**config.mk**
```make
export PLATFORM = sky130hd
export DESIGN_NAME = decade_count_ctrl
export DESIGN_NICKNAME = d
export VERILOG_FILES = /design/src/rtl/decade_count_ctrl.sv
export SDC_FILE = /design/constraint.sdc
export NUM_CORES = 1
export LEC_CHECK = 0
export CAP_MARGIN = 20
export CELL_PAD_IN_SITES_DETAIL_PLACEMENT = 1
export CELL_PAD_IN_SITES_GLOBAL_PLACEMENT = 1
export CORE_MARGIN = 1
export CORE_UTILIZATION = 42
export DETAILED_ROUTE_END_ITERATION = 8
export GPL_TIMING_DRIVEN = 0
export PLACE_DENSITY = 0.86
export SLEW_MARGIN = 20
export SYNTH_ARGS = -nofsm -noshare
export SYNTH_HDL_FRONTEND = slang
export SYNTH_SLANG_ARGS = --single-unit
```
**constraint.sdc**
```tcl
create_clock -name clk -period 8.14 [get_ports clk]
set_clock_uncertainty 0.1 [all_clocks]
set_input_delay 2.035 -clock clk [delete_from_list [all_inputs] [get_ports clk]]
set_output_delay 2.035 -clock clk [all_outputs]
set_load 0.1 [all_outputs]
```
**src/rtl/decade_count_ctrl.sv**
```systemverilog
`default_nettype none
// ============================================================================
// Module   : decade_count_ctrl
// Brief    : Run/pause/stop controller around a cascade of BCD digit counters
//            with prescaled tick, BCD preload and terminal-count detection.
// Revision : 1.0 - initial release
// ============================================================================
module decade_count_ctrl #(
    parameter int DIGITS   = 4,
    parameter int TICK_DIV = 1
) (
    input  logic                  clk,
    input  logic                  reset,
    input  logic                  start,
    input  logic                  pause,
    input  logic                  clear,
    input  logic                  load,
    input  logic [4*DIGITS-1:0]   load_bcd,
    input  logic [4*DIGITS-1:0]   target_bcd,
    input  logic                  auto_reload,
    output logic [4*DIGITS-1:0]   count_bcd,
    output logic [1:0]            state,
    output logic                  busy,
    output logic                  match,
    output logic                  wrap,
    output logic                  load_err
);

    localparam int          c_w        = 4 * DIGITS;
    localparam logic [15:0] c_tick_max = 16'(TICK_DIV - 1);

    typedef enum logic [1:0] {
        S_IDLE  = 2'b00,
        S_RUN   = 2'b01,
        S_PAUSE = 2'b10,
        S_DONE  = 2'b11
    } state_t;

    state_t         r_state, w_state;
    logic [c_w-1:0] r_count, w_count;
    logic [c_w-1:0] r_reload, w_reload;
    logic [15:0]    r_presc, w_presc;
    logic           r_match, w_match;
    logic           r_wrap, w_wrap;
    logic           r_load_err, w_load_err;

    logic [c_w-1:0] w_inc;
    logic           w_carry;
    logic [c_w-1:0] w_ld_clean;
    logic           w_ld_bad;

    // Ripple increment: each digit advances only while every lower digit was 9.
    always_comb begin
        w_inc   = r_count;
        w_carry = 1'b1;
        for (int i = 0; i < DIGITS; i++) begin
            if (w_carry) begin
                if (r_count[4*i +: 4] == 4'd9) begin
                    w_inc[4*i +: 4] = 4'd0;
                end else begin
                    w_inc[4*i +: 4] = r_count[4*i +: 4] + 4'd1;
                    w_carry         = 1'b0;
                end
            end
        end
    end

    always_comb begin
        w_ld_clean = load_bcd;
        w_ld_bad   = 1'b0;
        for (int i = 0; i < DIGITS; i++) begin
            if (load_bcd[4*i +: 4] > 4'd9) begin
                w_ld_clean[4*i +: 4] = 4'd0;
                w_ld_bad             = 1'b1;
            end
        end
    end

    // Only the highest-priority active command acts; any command pre-empts a tick.
    always_comb begin
        w_state    = r_state;
        w_count    = r_count;
        w_reload   = r_reload;
        w_presc    = r_presc;
        w_match    = 1'b0;
        w_wrap     = 1'b0;
        w_load_err = 1'b0;
        if (clear) begin
            w_count = '0;
            w_presc = '0;
            w_state = S_IDLE;
        end else if (load) begin
            w_count    = w_ld_clean;
            w_reload   = w_ld_clean;
            w_presc    = '0;
            w_load_err = w_ld_bad;
        end else if (pause) begin
            if (r_state == S_RUN) begin
                w_state = S_PAUSE;
            end
        end else if (start) begin
            if (r_state != S_RUN) begin
                w_state = S_RUN;
                w_presc = '0;
            end
        end else if (r_state == S_RUN) begin
            if (r_presc == c_tick_max) begin
                w_presc = '0;
                w_wrap  = w_carry;
                w_count = w_inc;
                if (w_inc == target_bcd) begin
                    w_match = 1'b1;
                    if (auto_reload) begin
                        w_count = r_reload;
                    end else begin
                        w_state = S_DONE;
                    end
                end
            end else begin
                w_presc = r_presc + 16'd1;
            end
        end
    end

    always_ff @(posedge clk) begin
        if (reset) begin
            r_state    <= S_IDLE;
            r_count    <= '0;
            r_reload   <= '0;
            r_presc    <= '0;
            r_match    <= 1'b0;
            r_wrap     <= 1'b0;
            r_load_err <= 1'b0;
        end else begin
            r_state    <= w_state;
            r_count    <= w_count;
            r_reload   <= w_reload;
            r_presc    <= w_presc;
            r_match    <= w_match;
            r_wrap     <= w_wrap;
            r_load_err <= w_load_err;
        end
    end

    assign count_bcd = r_count;
    assign state     = r_state;
    assign busy      = (r_state == S_RUN);
    assign match     = r_match;
    assign wrap      = r_wrap;
    assign load_err  = r_load_err;

endmodule
`default_nettype wire

```
# Word level (Yosys, flattened, before mapping)
# Index checks and enable logic that the tools add are counted.
[op_classes]
eq_ne = 13
bitwise_logic = 6
n_addsub = 5
n_reduce_logical = 15
order_cmp = 4
muxes = 41
[op_table]
columns = ["cell", "count"]
rows = [
  ["2-to-1 mux 16 bit", 11],
  ["2-to-1 mux 4 bit", 11],
  ["adder 16 x 1 -> 16 bit (second input constant)", 1],
  ["adder 4 x 1 -> 4 bit (second input constant)", 4],
  ["equality test 16 bit", 1],
  ["equality test 4 bit (second input constant)", 4],
  ["greater-than comparator 4 bit (second input constant)", 4],
  ["logical NOT 16 bit", 1],
  ["2-to-1 mux 2 bit", 8],
  ["2-to-1 mux 1 bit", 11],
  ["!= test 2 x 1 -> 1 bit (second input constant)", 5],
  ["OR reduction 8 bit", 1],
  ["AND reduction 7 bit", 1],
  ["OR reduction 7 bit", 1],
  ["NOT 1 bit", 6],
  ["nonzero test 2 bit", 3],
  ["nonzero test 3 bit", 2],
  ["OR reduction 3 bit", 2],
  ["AND reduction 4 bit", 1],
  ["!= test 3 x 1 -> 1 bit (second input constant)", 1],
  ["!= test 3 bit (second input constant)", 1],
  ["AND reduction 3 bit", 1],
  ["equality test 2 x 1 -> 1 bit (second input constant)", 1],
  ["AND reduction 2 bit", 1],
  ["OR reduction 2 bit", 1],
]
[totals]
inputBits = 39
ff_bits = 53
output_inout_bits = 22
elab_cells = 91

# Logic depth before layout (Yosys ltp)
# Gate-level depths: netlist of the first run.
[depth]
depth_word = 12
ltp_mapped = 13
depth_no_buf = 11

# Worst setup path after synthesis of the first run
# Ideal clock, no wire load.
[synth_timing]
kind = "reg2out"
from = "reg r_state[0] (netlist: state[0])"
to = "out busy"
setup_slack_ns = 3.452
path_stages_with_launch = 2
n_path_buf = 0
t_arrival_ns = 2.553
t_required_ns = 6.005
cell_sequence = "dfxtp_1 -> nor2b_1"
[synth_via]
elab_chain_len = 1
[synth_lines]
columns = ["element", "line_no", "text"]
rows = [
  ["start, declared", "39", "state_t r_state, w_state;"],
  ["start signal, assigned", "135", "r_state <= w_state;"],
  ["equality test 2 x 1 -> 1 bit", "147", "assign busy = (r_state == S_RUN);"],
  ["end, declared", "23", "output logic busy,"],
]
# Every way passes these cells.

# Worst setup path after layout of the first run
[layout_timing]
from = "in target_bcd[12]"
to = "reg r_count[4] (netlist: count_bcd[4])"
[layout_via]
elab_chain_len = 7
[layout_lines]
columns = ["element", "line_no", "text"]
rows = [
  ["start, declared", "19", "input logic [4*DIGITS-1:0] target_bcd,"],
  ["equality test 16 bit", "111", "if (w_inc == target_bcd) begin"],
  ["2-to-1 mux 16 bit", "111", ""],
  ["2-to-1 mux 16 bit", "107", "if (r_presc == c_tick_max) begin"],
  ["2-to-1 mux 16 bit", "106", "end else if (r_state == S_RUN) begin"],
  ["2-to-1 mux 16 bit", "101", "end else if (start) begin"],
  ["2-to-1 mux 16 bit", "97", "end else if (pause) begin"],
  ["2-to-1 mux 16 bit", "92", "end else if (load) begin"],
  ["end signal, assigned", "136", "r_count <= w_count;"],
  ["end, declared", "40", "logic [c_w-1:0] r_count, w_count;"],
]
# Every way passes these cells. The select of a mux whose other input is x is not followed.
# A chain may end at the register's enable or synchronous reset.

==> results of run 1 <==
==> placed cells by master (no fill, tap or decap), types with 4 or more instances in the layout <==
| cell type | count |
|---|---|
| sky130_fd_sc_hd__xnor2_1 | 10 |
| sky130_fd_sc_hd__inv_1 | 19 |
| sky130_fd_sc_hd__o21ai_0 | 23 |
| sky130_fd_sc_hd__ha_1 | 8 |
| sky130_fd_sc_hd__mux2i_1 | 8 |
| sky130_fd_sc_hd__a22oi_1 | 4 |
| sky130_fd_sc_hd__dfxtp_1 | 53 |
| sky130_fd_sc_hd__and3b_1 | 5 |
| sky130_fd_sc_hd__nand3_1 | 24 |
| sky130_fd_sc_hd__a31oi_1 | 4 |
| sky130_fd_sc_hd__clkbuf_8 | 5 |
| sky130_fd_sc_hd__clkdlybuf4s50_1 | 58 |
| sky130_fd_sc_hd__a211oi_1 | 4 |
| sky130_fd_sc_hd__nand2_1 | 46 |
| sky130_fd_sc_hd__nor3_1 | 11 |
| sky130_fd_sc_hd__o32ai_1 | 4 |
| sky130_fd_sc_hd__o22ai_1 | 5 |
| sky130_fd_sc_hd__nand4_1 | 8 |
| sky130_fd_sc_hd__xor2_1 | 12 |
| sky130_fd_sc_hd__nor4_1 | 8 |
| sky130_fd_sc_hd__clkbuf_1 | 17 |
| sky130_fd_sc_hd__nor2b_1 | 10 |
| sky130_fd_sc_hd__a21oi_1 | 37 |
| sky130_fd_sc_hd__nand2b_1 | 7 |
| sky130_fd_sc_hd__nor2_1 | 61 |
| sky130_fd_sc_hd__nand3b_1 | 4 |
| sky130_fd_sc_hd__buf_2 | 5 |
| sky130_fd_sc_hd__and3_1 | 13 |
==> registers in the layout (all words and copies together) (netlist names) <==
name / cells
count_bcd: 16
load_err: 1
match: 1
r_presc: 16
r_reload: 16
state: 2
wrap: 1
==> power groups by stage <==
| stage | clock [mW] | combinational, mW | sequential, mW |
|---|---|---|---|
| 6_report | 0.152 | 0.105 | 0.269 |
| 3_5_place_dp | 0 | 0.104 | 0.275 |
| 4_1_cts | 0.152 | 0.104 | 0.269 |
| 2_1_floorplan | 0 | 0.0442 | 0.291 |
| 3_3_place_gp | 0 | 0.101 | 0.275 |
| 5_1_grt | 0.162 | 0.113 | 0.270 |
==> cell families (layout without fill, tap and decap cells) <==
group                    count (synthesis)  after routing  share of synthesized area (%)
adder cells (fa/ha/maj)                  8              8                           2.84
buffers and inverters                   43            109                           4.97
flip-flops                              53             53                           30.1
multiplexers                            11             11                           3.23
AO/OA/AOI/OAI                          109            109                           19.4
XOR/XNOR                                22             22                           5.47
AND/OR/NAND/NOR                        223            223                           34.0
==> metal layers <==
metal / global-route usage, % / vias up / share of wire, % / wire length, um
met1: 38.4 / 1822 / 47 / 5590
met4: 8.97 / 0 / 2.0 / 241
li1: - / 1813 / - / -
met2: 46.9 / 100 / 47 / 5620
met5: 0 / - / 0 / 0
met3: 3.33 / 18 / 4.3 / 512
==> synth_stat cells (all sizes together) (4+ instances only) <==
cell type  number
nor4           10
a22oi           4
nand4           9
xor2           12
dfxtp          53
nand3          24
and2            4
xnor2          10
a31oi           4
mux2i           8
nor2           61
nand2          46
nor3           11
and3b           5
a211oi          4
ha              8
nand2b          7
inv            20
buf             6
clkbuf         17
o32ai           4
o22ai           5
and3           13
a21oi          38
nor2b          10
nand3b          4
o21ai          26
==> critical path: stages <==
cell                              delay [ns]
sky130_fd_sc_hd__clkdlybuf4s50_1        0.45
sky130_fd_sc_hd__or4_1                  0.52
sky130_fd_sc_hd__and3_1                 0.21
sky130_fd_sc_hd__or3b_4                 0.45
sky130_fd_sc_hd__nor4_4                 0.36
sky130_fd_sc_hd__nand4_4                0.27
sky130_fd_sc_hd__buf_2                  0.29
sky130_fd_sc_hd__a21oi_1                0.26
sky130_fd_sc_hd__nand3b_1               0.16
sky130_fd_sc_hd__o211ai_1               0.09
==> final timing paths <==
kind	to	slack (ns)	depth (start not counted)
min reg2reg	r_reload[14]$_SDFFE_PP0P_	0.38	2
max reg2reg	count_bcd[4]$_SDFFE_PP0P_	4.23	11
max	count_bcd[4]$_SDFFE_PP0P_	3.14	10
min	r_reload[14]$_SDFFE_PP0P_	0.38	2
==> through the flow <==
step | cell area, um2 | hold slack [ns]
floorplan | 3520 | 0.334
global placement | 4240 | 0.345
detailed placement | 4240 | 0.360
CTS | 4320 | 0.376
global route | 4320 | 0.395
finish | 4320 | 0.376
==> cell type report <==
type / instances / area [um2] / area share (%)
tap: 105 / 131 / 3.04
inverter: 20 / 75.1 / 1.74
sequential: 53 / 1060 / 24.6
buffer: 23 / 100 / 2.32
timing repair buffer: 58 / 581 / 13.4
clock inverter: 3 / 17.5 / 0.405
multi-input combinational: 373 / 2290 / 52.9
clock buffer: 5 / 68.8 / 1.59
==> run summary, run 1 <==
=====================================================================================
Required time reported for the critical path endpoint                         8.24 ns
Number of gates given a new drive strength after cts                                0
Layout filler cell count                                                         1054
Max Clock Freq                                                                200 MHz
Peak VDD IR                                                                   83.7 uV
Fraction of power spent switching nets                                          30.9%
Wire length of the first global-routing pass                                  19.3 mm
Via count of the first global-routing pass                                       3797
Net switching power                                                          0.162 mW
Most common flop cell mapped by yosys                                    sky130_fd_sc_hd__dfxtp_1
Min Clock Period, post-route                                                  5.00 ns
Worst Path Class, Setup                                                     in -> reg
Worst Setup Slack post-DPL                                                    2.84 ns
Post-synthesis sequential area ratio                                            30.1%
Fin nets                                                                          581
Part of the power in combinational logic                                        19.9%
Clock-pin slew of the registers on the worst-case setup and hold paths        0.10 ns
Hold buffer count at cts                                                            0
Largest net degree at the start of global routing                                  17
Die Ht                                                                        93.6 um
All-Layer GR Usage                                                              28.4%
Area Growth Syn to Fin                                                          22.7%
Total Power Consumption                                                      0.526 mW
Number of unique standard cell types used by synthesis                             65
Total nets after synthesis                                                        516
Post-synth top area cell                                                 sky130_fd_sc_hd__dfxtp_1
Post-synthesis async set-or-reset flop share                                       0%
I/O pin count                                                                      61
Power density over cell area                                               122 mW/mm2
Final Max Tran Viols                                                                0
Estimated wirelength of the detail-placed design                              9.34 mm
Origin of the worst min-delay path                                       r_reload[14]$_SDFFE_PP0P_
Num CTS Buffers                                                                     5
Max-slew headroom                                                               32.1%
Run status                                                               finished clean
RSZ-0062 raised after global routing                                               no
Average wire per standard cell                                                18.7 um
Total negative slack                                                             0 ns
Crit Reg-Reg Startpoint                                                  count_bcd[4]$_SDFFE_PP0P_
First element of the critical path                                       target_bcd[12]
CTS max path bufs                                                                   2
Global-route congestion overflow total                                              0
Largest driver fanout on the critical path                                         10
Data arrival time of the critical path                                        5.09 ns
Number of antenna diodes                                                            0
Number of buffers added for setup after CTS                                         0
Hold crit path type                                                        reg -> reg
Post-route DRC                                                                      0
Buffers added on ports                                                             58
Count of standard-cell rows                                                        33
Post-route clock period utilization                                             61.4%
Worst Setup Slack, final                                                      3.14 ns
Synth Register Bits                                                                53
Root Buffer Master                                                       sky130_fd_sc_hd__clkbuf_8
Die span in x                                                                 93.6 um
Violation count after the first detailed-route iteration                          207
TritonCTS Sinks                                                                    53
Nature of the critical path endpoint                                        flip-flop
Final core area utilization                                                     52.9%
Total routed wirelength                                                       12.0 mm
Synthesized instance count                                                        469
RD Place Congestion                                                             0.830
Total number of vias                                                             3753
Number of max-cap violations                                                        0
Design internal power                                                        0.364 mW
Final cell count without fillers                                                  640
Number of hold violations in the final report                                       0
Top area cells in the synthesized netlist                                sky130_fd_sc_hd__dfxtp_1 30%, sky130_fd_sc_hd__nor2_1 6.5%, sky130_fd_sc_hd__a21oi_1 5.3%
Initial antenna violation count                                                     0
Number of endpoints failing setup at the final stage                                0
Worst-margin pin slew                                                         1.01 ns
Per-instance average area after synthesis                                    7.51 um2
Netlist area before placement                                             0.00352 mm2
Max H-tree Level                                                                    2
Fraction of layout cells with a size suffix above 1                             5.05%
Leakage power total                                                           1.57 nW
Synth warn                                                                          0
Starting density of the core                                                    43.1%
Die ar.                                                                   0.00876 mm2
Area of the core                                                          0.00818 mm2
Area fraction of the dominant cell type after synthesis                         30.1%
EDFF count, synth                                                                   0
CTS tree                                                                          yes
Seq pwr share                                                                   51.2%
Worst-skew pair later-pin latency                                             0.31 ns
Drt via density                                                                  5.86
Category of the worst setup path launch point                            primary input
Share of total power in the clock network                                       28.9%
Count of nets left with antenna violations after detail routing                     0
Post-placement cell count                                                         632
Router iterations before antenna repair                                             4
=====================================================================================
Power figures use the tool's default switching activity.
==> inputs of run 2 (changes only) <==
- CORE_UTILIZATION: 42 -> 39
- PLACE_DENSITY: 0.86 -> 0.81
- clock period: 8.14 -> 4.6 ns (I/O delays scaled with it)
==> run 2 against run 1 <==
Non-clock buffer count stayed put; global-route usage is 3.2 points lower; sequential share of layout area hardly changed; count of clock-buffer cells in the layout is 1 higher; cell count is 0.47% higher; hold slack worse by 0.010 ns; combinational power is 75% higher; power is 77% higher; design area hardly changed; core utilization is 3.3 points lower; critical endpoint is now count_bcd[7]$_SDFFE_PP0P_.
==> run summary, run 2 (same netlist as run 1, synthesis figures left out) <==
=====================================================================================
Largest net degree at the start of global routing                                  17   unchanged
Slowest-stage cell, CP                                                   sky130_fd_sc_hd__or4_1
Initial antenna violation count                                                     0   unchanged
Die span in x                                                                 97.1 um   +3.7%
Total routed wirelength                                                       11.8 mm   -0.90%
Clock-pin slew of the registers on the worst-case setup and hold paths        0.10 ns   about the same
RD Place Congestion                                                             0.838   +0.99%
Min Clock Period, post-route                                                  4.10 ns
Run status                                                               finished clean
Peak VDD IR                                                                    114 uV   +36%
Most used cells in the layout excluding fill and tap cells               61 x sky130_fd_sc_hd__nor2_1, 58 x sky130_fd_sc_hd__clkdlybuf4s50_1, 53 x sky130_fd_sc_hd__dfxtp_1
Wire length of the first global-routing pass                                  19.1 mm   -1.0%
Path depth of the worst reg2reg path                                               10   -1
Power density over cell area                                               215 mW/mm2   +77%
Area of the core                                                          0.00872 mm2   +6.7%
Number of gates given a new drive strength after cts                                0   unchanged
Required time reported for the critical path endpoint                         4.71 ns   -3.53 ns
Root Buffer Master                                                       sky130_fd_sc_hd__clkbuf_8
Total number of vias                                                             3720   -0.88%
Fin nets                                                                          581   unchanged
Cells on Worst Hold Path                                                            2   unchanged
CTS max path bufs                                                                   2   unchanged
Global-route congestion overflow total                                              0   unchanged
Crit Reg-Reg Startpoint                                                  count_bcd[4]$_SDFFE_PP0P_
Fraction of layout cells with a size suffix above 1                             4.86%   -0.19 points
Terminus of the critical flop-to-flop path                               count_bcd[7]$_SDFFE_PP0P_
Max Clock Freq                                                                244 MHz
Count of nets left with antenna violations after detail routing                     0   unchanged
Average wire per standard cell                                                18.4 um   -1.4%
Hold crit path type                                                        reg -> reg
Post-placement cell count                                                         635   +0.47%
Nature of the critical path endpoint                                        flip-flop
All-Layer GR Usage                                                              25.2%   -3.2 points
Buffer and inverter count on the worst path                                         1   -1
Worst-margin pin slew                                                        0.991 ns   -0.0237 ns
Hold buffer count at cts                                                            0   unchanged
RSZ-0062 raised after global routing                                               no
Final core area utilization                                                     49.6%   -3.3 points
Number of buffers added for setup after CTS                                         0   unchanged
Post-route clock period utilization                                             89.0%
Post-route DRC                                                                      0   unchanged
Most frequent standard cell in the layout excluding fill and tap cells   sky130_fd_sc_hd__nor2_1
Layout filler cell count                                                         1131   +7.3%
Starting density of the core                                                    40.4%   -2.7 points
Count of standard-cell rows                                                        34   +3.0%
Critical Path Most Common Cell                                           sky130_fd_sc_hd__nor2_1
Worst-skew pair later-pin latency                                             0.31 ns   about the same
Buffers added on ports                                                             58   unchanged
Router iterations before antenna repair                                             4   unchanged
Largest driver fanout on the critical path                                          5   -5
Number of hold violations in the final report                                       0   unchanged
Number of max-cap violations                                                        0   unchanged
Worst-case hold path end point                                           r_reload[14]$_SDFFE_PP0P_
Cells along the critical path                                            clkdlybuf4s50_1 -> or4_1 -> and3_1 -> or3b_4 -> nor4_4 -> nand3_1 -> nor2_1 -> nor2_1 -> o32ai_1
Drt via density                                                                  5.79   -1.3%
Data arrival time of the critical path                                        4.20 ns   -0.89 ns
Number of endpoints failing setup at the final stage                                0   unchanged
Reg2Reg Setup Slack                                                           0.72 ns   -3.51 ns
Worst Path Class, Setup                                                     in -> reg
Origin of the worst min-delay path                                       r_reload[14]$_SDFFE_PP0P_
Die Ht                                                                        97.1 um   +3.7%
Violation count after the first detailed-route iteration                          204   -1.4%
I/O pin count                                                                      61   unchanged
Final Max Tran Viols                                                                0   unchanged
Delay-heaviest family, CP                                                simple AND/OR/NAND/NOR gates
TritonCTS Sinks                                                                    53   unchanged
Area Growth Syn to Fin                                                          22.8%   about the same
Max-slew headroom                                                               33.7%   +1.6 points
Number of antenna diodes                                                            0   unchanged
Num CTS Buffers                                                                     5   unchanged
Leakage power total                                                           1.57 nW   +0.11%
Via count of the first global-routing pass                                       3682   -3.0%
Estimated wirelength of the detail-placed design                              9.22 mm   -1.3%
Max H-tree Level                                                                    2   unchanged
Delay contributed by the slowest stage of the critical path                   0.52 ns   about the same
Die ar.                                                                   0.00942 mm2   +7.5%
Final cell count without fillers                                                  643   +0.47%
Total negative slack                                                             0 ns   unchanged
Category of the worst setup path launch point                            primary input
CTS tree                                                                          yes
=====================================================================================
[run 2: cell count changes in the layout (fill, tap and decap cells not counted), sizes merged]
cell / previous run / this run
clkinvlp: 1 / 0
clkinv: 2 / 1
clkbuf: 22 / 23
inv: 20 / 21
[run 2: layout make-up]
| type | count | area [um2] | area share (%) |
|---|---|---|---|
| clock inverters | 2 | 13.8 | 0.318 |
| plain buffers | 23 | 100 | 2.31 |
| flip-flops and latches | 53 | 1060 | 24.5 |
| multi-input cells | 373 | 2290 | 52.9 |
| repair buffers | 58 | 581 | 13.4 |
| clock buffers | 6 | 72.6 | 1.68 |
| inverters | 20 | 75.1 | 1.74 |
| well taps | 108 | 135 | 3.12 |
[run 2: power breakdown]
part	leakage (nW)	internal (mW)	switching [mW]	total [mW]
clock	0.0456	0.109	0.161	0.270
sequential	0.429	0.467	0.00914	0.476
combinational	1.09	0.0708	0.114	0.184
total	1.57	0.647	0.284	0.931
[run 2: worst max path at each step]
stage	start	to	slack (ns)	cells after the start
CTS	target_bcd[12]	count_bcd[7]$_SDFFE_PP0P_	0.52	9
finish	target_bcd[12]	count_bcd[7]$_SDFFE_PP0P_	0.50	9
global placement	target_bcd[12]	count_bcd[6]$_SDFFE_PP0P_	0.29	9
global route	target_bcd[12]	count_bcd[6]$_SDFFE_PP0P_	0.43	9
detailed placement	target_bcd[12]	count_bcd[6]$_SDFFE_PP0P_	0.24	9
floorplan	state[0]$_SDFFE_PP0P_	count_bcd[12]$_SDFFE_PP0P_	0.52	6
[run 2: through the flow]
stage	instance area (um2)	total power [mW]	setup WS, ns	hold WS (ns)
after floorplan	3520	0.593	0.522	0.334
after global routing	4330	0.967	0.429	0.388
after global placement	4240	0.665	0.288	0.344
after detailed placement	4240	0.669	0.238	0.355
final	4330	0.931	0.504	0.366
after CTS	4330	0.933	0.522	0.369
[run 2: worst min-delay path: cells and delay by family (launching register included)]
| kind | cells | cell delay, ns |
|---|---|---|
| DFF | 1 | 0.32 |
| and+or+nand+nor | 1 | 0.05 |
| AOI/OAI and AO/OA | 1 | 0.05 |
[run 2: layer usage]
layer | vias to the layer above | track usage (%) | share of wire [%]
li1 | 1824 | - | -
met1 | 1801 | 35.8 | 50
met2 | 84 | 40.9 | 45
met3 | 11 | 2.88 | 4.2
met4 | 0 | 5.74 | 1.4
met5 | - | 0 | 0
==> inputs of run 3 (changes only) <==
- CTS_CLUSTER_SIZE: unset -> 25
==> results of run 3 <==
Final layout, timing and power as in run 2 (identical DEF).
